[config.mk]
export PLATFORM = sky130hd
export DESIGN_NAME = uart_tx_ctrl_flat
export DESIGN_NICKNAME = d
export VERILOG_FILES = /design/src/rtl/uart_tx_pkg.sv /design/src/rtl/uart_tx_ctrl_if.sv /design/src/rtl/uart_parity_calc.sv /design/src/rtl/uart_tx_ctrl.sv /design/src/flat_wrapper.sv
export SDC_FILE = /design/constraint.sdc
export NUM_CORES = 1
export LEC_CHECK = 0
export CAP_MARGIN = 10
export CORE_AREA = 8 8 45 47
export CTS_CLUSTER_SIZE = 14
export DETAILED_ROUTE_END_ITERATION = 12
export DIE_AREA = 0 0 53 55
export PLACE_DENSITY_LB_ADDON = 0.05
export SYNTH_ARGS = -nofsm -noshare
export SYNTH_HDL_FRONTEND = slang
export SYNTH_SLANG_ARGS = --single-unit
export TNS_END_PERCENT = 20
[constraint.sdc]
create_clock -name clk -period 1.8 [get_ports clk]
set_input_delay 0.36 -clock clk [delete_from_list [all_inputs] [get_ports clk]]
set_output_delay 0.36 -clock clk [all_outputs]
set_load 0.02 [all_outputs]
[src/rtl/uart_tx_pkg.sv]
// uart_tx_pkg: shared frame states, parity selectors and line levels for the UART TX path.
package uart_tx_pkg;
    typedef enum logic [2:0] {
        IDLE   = 3'd0,
        START  = 3'd1,
        DATA   = 3'd2,
        PARITY = 3'd3,
        STOP   = 3'd4
    } tx_state_e;
    localparam logic PAR_EVEN  = 1'b0;
    localparam logic PAR_ODD   = 1'b1;
    localparam logic LINE_IDLE = 1'b1;
    localparam logic START_BIT = 1'b0;
    localparam logic STOP_BIT  = 1'b1;
endpackage

[src/rtl/uart_tx_ctrl_if.sv]
// uart_tx_ctrl_if: byte handshake, serializer link and TX line between the frame controller and its neighbours.
interface uart_tx_ctrl_if #(parameter int DATA_WIDTH = 8);
    logic [DATA_WIDTH-1:0] p_data;
    logic                  data_valid;
    logic                  par_en;
    logic                  par_typ;
    logic                  ser_data;
    logic                  ser_done;
    logic                  ser_en;
    logic                  busy;
    logic                  tx_out;
    modport master (
        output p_data, data_valid, par_en, par_typ, ser_data, ser_done,
        input  ser_en, busy, tx_out
    );
    modport slave (
        input  p_data, data_valid, par_en, par_typ, ser_data, ser_done,
        output ser_en, busy, tx_out
    );
endinterface

[src/rtl/uart_parity_calc.sv]
// uart_parity_calc: XOR-reduce parity of a data word, inverted for odd parity.
module uart_parity_calc
    import uart_tx_pkg::*;
#(
    parameter int DATA_WIDTH = 8
) (
    input  logic [DATA_WIDTH-1:0] data,
    input  logic                  par_typ,
    output logic                  par_bit
);
    assign par_bit = (par_typ == PAR_ODD) ? ~^data : ^data;
endmodule

[src/rtl/uart_tx_ctrl.sv]
// uart_tx_ctrl: sequences start, data, optional parity and stop bits and muxes the TX line.
module uart_tx_ctrl
    import uart_tx_pkg::*;
#(
    parameter int DATA_WIDTH = 8
) (
    input  logic           clk,
    input  logic           rst,
    uart_tx_ctrl_if.slave  bus
);
    localparam logic [2:0] S_IDLE   = 3'(IDLE);
    localparam logic [2:0] S_START  = 3'(START);
    localparam logic [2:0] S_DATA   = 3'(DATA);
    localparam logic [2:0] S_PARITY = 3'(PARITY);
    localparam logic [2:0] S_STOP   = 3'(STOP);

    logic [2:0] state;
    logic [2:0] nxt;
    logic       par_en_q;
    logic       par_bit_q;
    logic       par_bit;
    logic       accept;

    uart_parity_calc #(.DATA_WIDTH(DATA_WIDTH)) u_par (
        .data    (bus.p_data),
        .par_typ (bus.par_typ),
        .par_bit (par_bit)
    );

    assign accept = (state == S_IDLE) && bus.data_valid;

    // STOP and any unused encoding fall through to IDLE
    always_comb begin
        nxt = (state == S_IDLE)   ? (bus.data_valid ? S_START : S_IDLE) :
              (state == S_START)  ? S_DATA :
              (state == S_DATA)   ? (bus.ser_done ? (par_en_q ? S_PARITY : S_STOP) : S_DATA) :
              (state == S_PARITY) ? S_STOP : S_IDLE;
    end

    // par_typ is folded into the latched parity bit at accept time
    always_ff @(posedge clk or negedge rst) begin
        if (!rst) begin
            state     <= S_IDLE;
            par_en_q  <= 1'b0;
            par_bit_q <= 1'b0;
        end else begin
            state <= nxt;
            if (accept) begin
                par_en_q  <= bus.par_en;
                par_bit_q <= par_bit;
            end
        end
    end

    assign bus.busy   = (state == S_START) || (state == S_DATA) ||
                        (state == S_PARITY) || (state == S_STOP);
    assign bus.ser_en = (state == S_DATA);
    assign bus.tx_out = (state == S_START)  ? START_BIT :
                        (state == S_DATA)   ? bus.ser_data :
                        (state == S_PARITY) ? par_bit_q :
                        (state == S_STOP)   ? STOP_BIT : LINE_IDLE;
endmodule

[src/flat_wrapper.sv]
// flat-port wrapper written by rule: the top's interface ports become plain ports
module uart_tx_ctrl_flat import uart_tx_pkg::*;
#(
    parameter int DATA_WIDTH = 8
)
  (clk, rst, bus_p_data, bus_data_valid, bus_par_en, bus_par_typ, bus_ser_data, bus_ser_done, bus_ser_en, bus_busy, bus_tx_out);
  uart_tx_ctrl_if #(.DATA_WIDTH(DATA_WIDTH)) bus_i ();
  input  logic clk;
  input  logic rst;
  input wire logic [$bits(bus_i.p_data)-1:0] bus_p_data;
  input wire logic [$bits(bus_i.data_valid)-1:0] bus_data_valid;
  input wire logic [$bits(bus_i.par_en)-1:0] bus_par_en;
  input wire logic [$bits(bus_i.par_typ)-1:0] bus_par_typ;
  input wire logic [$bits(bus_i.ser_data)-1:0] bus_ser_data;
  input wire logic [$bits(bus_i.ser_done)-1:0] bus_ser_done;
  output wire logic [$bits(bus_i.ser_en)-1:0] bus_ser_en;
  output wire logic [$bits(bus_i.busy)-1:0] bus_busy;
  output wire logic [$bits(bus_i.tx_out)-1:0] bus_tx_out;
  assign bus_i.p_data = bus_p_data;
  assign bus_i.data_valid = bus_data_valid;
  assign bus_i.par_en = bus_par_en;
  assign bus_i.par_typ = bus_par_typ;
  assign bus_i.ser_data = bus_ser_data;
  assign bus_i.ser_done = bus_ser_done;
  assign bus_ser_en = bus_i.ser_en;
  assign bus_busy = bus_i.busy;
  assign bus_tx_out = bus_i.tx_out;
  uart_tx_ctrl #(.DATA_WIDTH(DATA_WIDTH)) u_core (.clk(clk), .rst(rst), .bus(bus_i));
endmodule
==> results.yml <==
cts:
  cts_buffers: 3
  cts_setup_buffers: 0
  clkLatencyLatePin_ns: 0.25
  holdBufCountCts: 0
  clock_path_buffers: 2
  cts_root_buf: "clkbuf_4"
  htree_levels: 1
  clkSlewWorstSetupHoldPaths_ns: 0.05
  clkSinkCount: 5
  cts_tree: "built"
setup_path:
  r2r-start: "u_core.state[0]"
  critical_path.endpoint_type: "output port"
  worstPathCellList: "nand2b_4 > o21ai_1 > nand2b_1 > dlygate4sd2_1"
  crit_arrival_ns: 1.34
  slowest_stage: "dfrtp_1"
  worstSetupPathType: "flip-flop to output port"
  start_kind: "flip-flop"
  cp_data_required_time_ns: 1.44
  crit_family: "flip-flops"
  cp_slowest_stage_delay_ns: 0.41
  cp_max_fo: 5
  cp-startpoint: "u_core.state[0]"
  path_buf_inv: 1
drt:
  via_count: 311
  routed_wl_um: 805
  ant_nets: 0
  post_drt_via_cell_ratio: 4.38
  route.detailed.drc: 0
  routedWlPerCell_um: 11.3
  dr.first_iter.drc_count: 11
  drt-pass1-iter-count: 4
synthesis:
  ys_ff_latch: 5
  synth_compound_area_share_pct: 10.5
  synthCells: 32
  synth_fa_ha_area_share_pct: 0
  netlist_area_um2: 320
  yosys_warnings: 0
  synth_top_family_by_area: "XOR/XNOR gates"
  synth_mux_area_share_pct: 4.69
  synth_xor_xnor_area_share_pct: 26.2
  synth_nets: 47
  synth.distinct_cells: 14
  synth-simple-area-share_pct: 17.2
  yosysSeqAreaShare_pct: 39.1
  syn_avg_cell_area_um2: 10.0
floorplanning:
  die_area_um2: 2920
  rows: 14
  core_um2: 1380
  die_x_um: 53
  start_util_pct: 23.1
  ios: 18
  die_h_um: 55
timing:
  worst_slack_ns: 0.0963
  setup_violations: 0
  achievable-frequency_ghz: 0.587
  slew_headroom_pct: 78.5
  hold_violations: 0
  clock_skew_ns: 0.00326
  finalCritPeriodShare_pct: 94.7
  period_minus_slack_ns: 1.70
  finalMaxSlewViolations: 0
  rsz0062_at_grt: "false"
  worst_pin_slew_ns: 0.322
global_route:
  track_usage_pct: 6.64
  grt_pass1_wl_um: 1370
  overflow: 0
  grt_pass1_vias: 352
  grt_max_degree: 7
  antenna_found_initial: 0
cells_and_area:
  final_cell_mix: "clkdlybuf4s50_1 (14), xnor2_1 (6), dfrtp_1 (5)"
  antenna_cells: 0
  area_growth_pct: 73.4
  drive_gt1_share_pct: 16.4
  layout_commonest_cell: "clkdlybuf4s50_1"
  nNetsFinal: 71
  finish.utilization_pct: 40.1
  layout.cells.non_filler: 71
place:
  dp.cells: 67
  dp.final_hpwl_um: 664
  gp_congestion: 0.711
  portBuffers: 17
  pre_cts_slack_ns: -0.145
run_status:
  outcome: "complete, no violations"
pwr:
  p_leak_nw: 0.241
  ir_worst_vdd_mv: 0.517
  p_per_area_nw_per_um2: 1390
min_path:
  hp-class: "input port to async pin"
flow_run:
  max_cap_viol_count: 0
## metrics by stage
| step | hold slack (ns) | power [mW] | TNS [ns] | instance area, um^2 |
|---|---|---|---|---|
| after floorplan | 0.0644 | 0.465 | 0 | 320 |
| after global placement | 0.503 | 0.653 | -0.187 | 526 |
| after detailed placement | 0.502 | 0.659 | -0.263 | 526 |
| after CTS | 0.339 | 0.764 | 0 | 548 |
| after global routing | 0.329 | 0.839 | 0 | 556 |
| final | 0.330 | 0.775 | 0 | 556 |
## worst paths after layout
kind	to	slack, ns	depth (start not counted)
max in group asynchronous	u_core.state[1]	1.28	1
min	u_core.state[2]	0.33	1
min reg2reg	u_core.par_bit_q	0.51	1
min in group clk	u_core.par_bit_q	0.51	1
max	bus_tx_out	0.1	4
max reg2reg	u_core.par_bit_q	0.47	3
## what timing repair did
action | in CTS | in global routing
setup endpoints to repair | 3 | 2
pin swaps | 0 | 0
resized for setup | 3 | 2
cloned | 0 | 0
## where the power goes
group / switching (mW) / internal, mW
clock: 0.0509 / 0.0841
combinational: 0.192 / 0.226
sequential: 0.0578 / 0.164
## worst reg2reg max path, delay by kind of cell (launching register included)
family	cells	cell delay [ns]
buf+inv	1	0.16
flops	1	0.41
mux	1	0.33
simple gates	1	0.31
## cell usage after synthesis
master,number,area (um^2)
xor2_1,1,8.76
mux2_4,1,15.0
inv_1,2,7.51
nor4b_2,1,15.0
xnor2_1,6,52.6
a21oi_1,3,15.0
nor2_1,3,11.3
dfrtp_1,5,125
nor3_1,1,5.00
xnor3_1,1,22.5
o21ai_0,2,10.0
a31o_2,1,8.76
nand2_1,3,11.3
nand2b_1,2,12.5
## cells by family (layout without fill, tap and decap cells)
family / Yosys count / in the layout
AOI/OAI and AO/OA: 6 / 6
DFF: 5 / 5
muxes: 1 / 1
xor gates and xnor gates: 8 / 8
buffers and inverters: 2 / 25
and+or+nand+nor: 10 / 10
## layout make-up
class                           count  area, um^2
Tap cell                           16        20.0
Fill cell                         143         828
Clock buffer                        4        26.3
Inverter                            2        7.51
Timing Repair Buffer               19         181
Multi-Input combinational cell     25         195
Sequential cell                     5         125
## state kept, by name, summed over array words and instances (netlist names)
signal and cells:
u_core.state 3, u_core.par_bit_q 1, u_core.par_en_q 1
## routing by layer
metal,track usage (%),routed length (um)
met5,0,0
met4,5.17,17
met3,3.48,62
met2,10.2,378
met1,6.77,347
Power figures use the tool's default switching activity.
